$ cat src/rtl/frame_energy_acc.sv
// frame_energy_acc: three-stage sum-of-squares over fixed-length frames
// of signed audio samples, feeding a downstream log2 stage.
//
// Ports:
//   clk        rising-edge clock
//   rst_n      async active-low reset
//   i_valid    sample qualifier (no backpressure)
//   i_data     signed sample, DATA_W bits
//   i_restart  abort partial frame (travels with its sample)
//   o_valid    one-cycle pulse, frame energy ready
//   o_energy   unsigned frame energy, held between pulses
//
// Build option: define ENERGY_FLOOR_EN to report a zero-energy frame as 1.
module frame_energy_acc #(
   parameter int DATA_W    = 16,
   parameter int FRAME_LEN = 256,
   parameter int O_WIDTH   = 64
) (
   input  logic               clk,
   input  logic               rst_n,
   input  logic               i_valid,
   input  logic [DATA_W-1:0]  i_data,
   input  logic               i_restart,
   output logic               o_valid,
   output logic [O_WIDTH-1:0] o_energy
);

   localparam int SQ_W  = 2 * DATA_W;
   localparam int CNT_W = (FRAME_LEN > 1) ? $clog2(FRAME_LEN) : 1;
   localparam logic [CNT_W-1:0] LAST = CNT_W'(FRAME_LEN - 1);

   // stage 1
   logic                     s1_valid_q, s1_valid_d;
   logic                     s1_restart_q, s1_restart_d;
   logic signed [DATA_W-1:0] s1_data_q, s1_data_d;

   // stage 2
   logic                     s2_valid_q, s2_valid_d;
   logic                     s2_restart_q, s2_restart_d;
   logic [SQ_W-1:0]          s2_sq_q, s2_sq_d;

   // stage 3
   logic [CNT_W-1:0]         cnt_q, cnt_d;
   logic [O_WIDTH-1:0]       acc_q, acc_d;
   logic                     o_valid_q, o_valid_d;
   logic [O_WIDTH-1:0]       o_energy_q, o_energy_d;

   logic signed [SQ_W-1:0]   s1_ext;
   logic signed [SQ_W-1:0]   sq_full;
   logic [O_WIDTH-1:0]       sq_ext;
   logic [O_WIDTH-1:0]       sum;
   logic [O_WIDTH-1:0]       frame_e;

   // Square at full 2*DATA_W signed width: (-2^(W-1))^2 = 2^(2W-2)
   // still fits as a positive value, so the reinterpretation is exact.
   always_comb begin
      s1_ext  = SQ_W'(s1_data_q);
      sq_full = s1_ext * s1_ext;
   end

   always_comb begin
      s1_valid_d   = i_valid;
      s1_restart_d = i_restart;
      s1_data_d    = i_data;
      s2_valid_d   = s1_valid_q;
      s2_restart_d = s1_restart_q;
      s2_sq_d      = $unsigned(sq_full);
   end

   always_comb begin
      sq_ext = O_WIDTH'(s2_sq_q);
      sum    = acc_q + sq_ext;
`ifdef ENERGY_FLOOR_EN
      frame_e = (sum == '0) ? O_WIDTH'(1) : sum;
`else
      frame_e = sum;
`endif
   end

   always_comb begin
      cnt_d      = cnt_q;
      acc_d      = acc_q;
      o_valid_d  = 1'b0;
      o_energy_d = o_energy_q;
      if (s2_restart_q) begin
         // restart wins over completion: no pulse for the aborted frame
         if (s2_valid_q) begin
            acc_d = sq_ext;
            cnt_d = CNT_W'(1);
         end else begin
            acc_d = '0;
            cnt_d = '0;
         end
      end else if (s2_valid_q) begin
         if (cnt_q == LAST) begin
            cnt_d      = '0;
            acc_d      = sum;
            o_valid_d  = 1'b1;
            o_energy_d = frame_e;
         end else begin
            cnt_d = cnt_q + CNT_W'(1);
            acc_d = (cnt_q == '0) ? sq_ext : sum;
         end
      end
   end

   always_ff @(posedge clk or negedge rst_n) begin
      if (!rst_n) begin
         s1_valid_q   <= 1'b0;
         s1_restart_q <= 1'b0;
         s1_data_q    <= '0;
         s2_valid_q   <= 1'b0;
         s2_restart_q <= 1'b0;
         s2_sq_q      <= '0;
         cnt_q        <= '0;
         acc_q        <= '0;
         o_valid_q    <= 1'b0;
         o_energy_q   <= '0;
      end else begin
         s1_valid_q   <= s1_valid_d;
         s1_restart_q <= s1_restart_d;
         s1_data_q    <= s1_data_d;
         s2_valid_q   <= s2_valid_d;
         s2_restart_q <= s2_restart_d;
         s2_sq_q      <= s2_sq_d;
         cnt_q        <= cnt_d;
         acc_q        <= acc_d;
         o_valid_q    <= o_valid_d;
         o_energy_q   <= o_energy_d;
      end
   end

   assign o_valid  = o_valid_q;
   assign o_energy = o_energy_q;

endmodule

$ cat config.mk
export PLATFORM = sky130hd
export DESIGN_NAME = frame_energy_acc
export DESIGN_NICKNAME = d
export VERILOG_FILES = /design/src/rtl/frame_energy_acc.sv
export SDC_FILE = /design/constraint.sdc
export NUM_CORES = 1
export LEC_CHECK = 0
export ABC_AREA = 1
export CORE_UTILIZATION = 35
export CTS_BUF_LIST = sky130_fd_sc_hd__clkbuf_16
export DETAILED_ROUTE_END_ITERATION = 7
export HOLD_SLACK_MARGIN = 0.08
export PLACE_DENSITY = 0.54
export SLEW_MARGIN = 20
export SYNTH_ARGS = -nofsm -noshare
export SYNTH_HDL_FRONTEND = slang
export SYNTH_SLANG_ARGS = --single-unit
$ cat constraint.sdc
create_clock -name clk -period 9.05 [get_ports clk]
set_input_delay 0.905 -clock clk [delete_from_list [all_inputs] [get_ports clk]]
set_output_delay 0.905 -clock clk [all_outputs]
set_load 0.05 [all_outputs]
# ---- Word level (Yosys, flattened, before mapping)
# Index checks and enable logic that the tools add are counted.
dict set report op_classes {
  n_addsub 2
  n_mul 1
  n_eq_ne 1
  muxes 12
  n_bitwise 1
  reduce_logical 3
}
# cell count
set op_table {}
lappend op_table {{two-way mux 64 bit} 4}
lappend op_table {{adder 64 x 32 -> 64 bit} 1}
lappend op_table {{multiplier 16 x 16 -> 32 bit} 1}
lappend op_table {{two-way mux 32 bit} 1}
lappend op_table {{two-way mux 8 bit} 3}
lappend op_table {{adder 8 x 1 -> 8 bit, second input constant} 1}
lappend op_table {{equality test 8 bit, second input constant} 1}
lappend op_table {{zero test 8 bit} 1}
lappend op_table {{two-way mux 1 bit} 4}
lappend op_table {{AND reduction 3 bit} 1}
lappend op_table {{nonzero test 2 bit} 1}
lappend op_table {{inverter 1 bit} 1}
dict set report word_totals {
  reg_bits 189
  in_bits 20
  elab_cells 30
}

# ---- Logic depth before layout (Yosys ltp)
dict set report depth {
  word_depth 5
  ltp_mapped 27
}

# ---- Worst setup path after synthesis
# Ideal clock, no wire load.
dict set report synth_timing {
  path_type {register to register}
  startpoint {reg s1_data_q[6]}
  endpoint {reg s2_sq_q[30]}
  arrival_ns 5.863
  slack_ns 3.108
  path_stages_with_launch 23
  path_buffers 2
  synth_period_minus_slack_ns 5.942
  cell_sequence {dfrtp_1 > clkbuf_1 > clkbuf_1 > nand2_1 > fa_1 > inv_1 > fa_1 > fa_1 > fa_1 > inv_1 > fa_1 > fa_1 > inv_1 > ha_1 > inv_1 > nor3_1 > inv_1 > nor2_1 > inv_1 > nor2_1 > nor2_1 > nand2_1 > xor2_1}
}
dict set report synth_between {
  elab_chain_len 1
}
# element line
set synth_rtl {}
lappend synth_rtl {{start, declared} 35} ;# logic signed [DATA_W-1:0] s1_data_q, s1_data_d;
lappend synth_rtl {{start signal, assigned} 122} ;# s1_data_q <= s1_data_d;
lappend synth_rtl {{multiplier 16 x 16 -> 32 bit} 58} ;# sq_full = s1_ext * s1_ext;
lappend synth_rtl {{net s2_sq_d[30]} 40} ;# logic [SQ_W-1:0] s2_sq_q, s2_sq_d;
lappend synth_rtl {{end signal, assigned} 125} ;# s2_sq_q <= s2_sq_d;
lappend synth_rtl {{end, declared} 40}
# The timed path passes the listed nets, and every way through them passes these cells.
# A chain may end at the register's enable or synchronous reset.

# ---- Worst setup path in the final report
dict set report layout_timing {
  startpoint {reg s1_data_q[15]}
  endpoint {reg s2_sq_q[31]}
}
# Same word-level chain as after synthesis.

==> impl_metrics.csv <==
group,metric,value,unit
outcome,status,"finished clean",
placement,gp_congestion,0.970,
setup_path,cp.arrival,6900,ps
global_route,antenna_found_initial,0,
global_route,grt_max_degree,90,
synth,synth_top_cells_by_count,"nand2_1 (800), inv_1 (619), fa_1 (235), nand3_1 (198), dfrtp_1 (188)",
die,start_util,35.5,%
clock_network,path_clk_slew,80,ps
sta,max_freq,0.154,GHz
sta,fin_skew,21.6,ps
route,remaining_drc_errors,0,
clock_network,cts_made_buffers,17,
setup_path,reg2reg_depth,19,
sta,final.period_utilization,71.7,%
finish,drive_above_1_share,3.23,%
synth,synth_edf_count,0,
synth,syn_area_per_cell,7.45,um2
sta,rsz0062_at_grt,"no",
finish,fin_nets,3180,
sta,slew_headroom,26.8,%
global_route,grt_pass1_vias,17693,
finish,antenna_cells,0,
sta,slew_violations,0,
setup_path,worst_ep_required_time,9460,ps
setup_path,r2r-end,"s2_sq_q[31]$_DFF_PN0_",
sta,period_needed,6490,ps
synth,yosysSeqAreaShare,22.9,%
synth,syn_area,20500,um2
setup_path,rr_startpoint,"s1_data_q[15]$_DFF_PN0_",
synth,post-synth-top-count-cell,"nand2_1",
sta,finalWorstSetupSlack,2560,ps
synth,syn_nets,3134,
placement,dp_hpwl,47.0,mm
route,wl,58.0,mm
die,row_count,88,
clock_network,cts_buffer_depth,2,
synth,synth_warnings,0,
min_path,min_to,"s2_valid_q$_DFF_PN0_",
global_route,grt-ovfl-total,0,
route,drt_iter0_drc,953,
clock_network,cts_tree,"yes",
sta,worstMarginPinSlew,1090,ps
placement,numPortBuffers,84,
synth,synthCells,2755,
global_route,grt_pass1_wl,95.0,mm
route,vias_per_cell,4.77,
clock_network,numClockSinks,188,
setup_path,r2r_slack,2560,ps
clock_network,clockRootBuffer,"clkbuf_16",
setup_path,path_class,"reg2reg",
die,fp.dieH,244,um
die,fp.dieArea,59600,um2
setup_path,crit_fanout,24,
sta,final_hold_viol_count,0,
setup_path,critPathLaunchType,"flip-flop",
route,drtPass1Iterations,5,
clock_network,clock_latency,490,ps
die,die_w,244,um
min_path,hold_path_depth,0,
synth,synth_cell_type_count,43,
clock_network,cts_hold_buf,0,
route,wl_per_cell,16.2,um
die,pin_count,85,
sta,fin_tns_setup,0,ps
global_route,grt_usage,20.3,%
route,drtAntennaViolNets,0,
setup_path,cp-end-kind,"flip-flop",
finish,syn2layout_area_growth,10.5,%
run,drv_cap,0,
synth,yosys-top-cells-area,"dfrtp_1 (23%), fa_1 (23%), nand2_1 (15%)",
placement,pre_cts_ws,2550,ps
synth,yosys.area.top_type,"dfrtp_1",
synth,synth_flop_cell,"dfrtp_1",
synth,ys_seq_elements,188,
clock_network,cts-resized-gates,0,
die,coreArea,57800,um2
sta,setup_violations,0,
synth,async_flop_share,100,%
synth,yosysTopAreaCellShare,22.9,%
route,vias,17086,
clock_network,cts_setup_buffers,0,
min_path,min_from,"s1_valid_q$_DFF_PN0_",
min_path,hp-class,"reg2reg",
clock_network,htreeDepth,4,
-- metal layers --
layer | up-vias | GRT usage, % | part of all wire (%)
li1 | 8385 | - | -
met1 | 8272 | 26.6 | 46
met2 | 357 | 35.0 | 48
met3 | 72 | 2.37 | 3.5
met4 | 0 | 6.21 | 2.3
met5 | - | 0 | 0
-- cell families after synthesis --
kind of cell / synth area share, %
adder cells (fa/ha/maj): 30.5
AO/OA/AOI/OAI: 5.23
XOR/XNOR: 2.60
AND/OR/NAND/NOR: 25.9
buffers and inverters: 12.8
flip-flops: 22.9
-- critical path: stages, from the launching register on --
cell and delay [ps]:
dfrtp_1 850, nand2_1 250, fa_1 620, inv_1 70
fa_1 930, fa_1 520, fa_1 470, fa_1 540
inv_1 50, fa_1 530, inv_1 40, ha_1 380
nand2_1 100, o21ai_0 410, nor2_1 100, nand3_1 250
nand2_1 100, nand3_1 80, nand3_1 70, nand2_1 60
-- flip-flops by register name, summed over array words and instances, names as in the netlist --
name and flops:
s2_restart_q 1, o_energy 64, s2_sq_q 31, s1_data_q 16
s1_restart_q 1, o_valid 1, cnt_q 8, s2_valid_q 1
acc_q 64, s1_valid_q 1
-- stage by stage --
| step | hold WS (ps) | instance area [um2] | utilization, % | cells |
|---|---|---|---|---|
| after floorplan | 331 | 20500 | - | 2755 |
| after global placement | 342 | 22100 | 38.3 | 3547 |
| after detailed placement | 350 | 22100 | 38.3 | 3547 |
| after CTS | 362 | 22700 | 39.3 | 3579 |
| after global routing | 382 | 22700 | 39.3 | 3579 |
| final | 359 | 22700 | 39.3 | 3579 |
-- layout make-up --
class	instances	area, um2
well taps	765	957
inverters	627	2350
multi-input cells	1874	13200
repair buffers	93	912
flip-flops and latches	188	4700
clock buffers	17	425
clock inverters	15	138
fillers	6044	35100
-- cell usage in the layout (no fill, tap or decap), types with 6 or more instances in the layout --
| cell | n |
|---|---|
| o21a_1 | 12 |
| inv_1 | 619 |
| o21bai_1 | 17 |
| nand2_1 | 800 |
| nor3_2 | 8 |
| clkbuf_16 | 17 |
| ha_1 | 124 |
| clkdlybuf4s50_1 | 83 |
| nand4_1 | 33 |
| nand2_2 | 14 |
| xnor2_1 | 19 |
| nand3_1 | 198 |
| a21oi_1 | 64 |
| nor2_1 | 166 |
| dfrtp_1 | 188 |
| buf_4 | 9 |
| o21ai_0 | 51 |
| nor3_1 | 20 |
| fa_1 | 235 |
| inv_2 | 8 |
| or2_1 | 6 |
| o211ai_1 | 16 |
| xor2_1 | 42 |
-- worst max-delay path by stage --
stage                                  to  slack, ps                    start  cells after the start
floorplan           s2_sq_q[30]$_DFF_PN0_       3110   s1_data_q[6]$_DFF_PN0_                     22
global placement    s2_sq_q[30]$_DFF_PN0_       2630  s1_data_q[15]$_DFF_PN0_                     20
detailed placement  s2_sq_q[31]$_DFF_PN0_       2550  s1_data_q[15]$_DFF_PN0_                     19
CTS                 s2_sq_q[31]$_DFF_PN0_       2520  s1_data_q[15]$_DFF_PN0_                     19
global route        s2_sq_q[31]$_DFF_PN0_       2140  s1_data_q[15]$_DFF_PN0_                     19
finish              s2_sq_q[31]$_DFF_PN0_       2560  s1_data_q[15]$_DFF_PN0_                     19
Power is not shown: default switching activity piles up to over one toggle a cycle in this logic, so the estimate is an artifact.
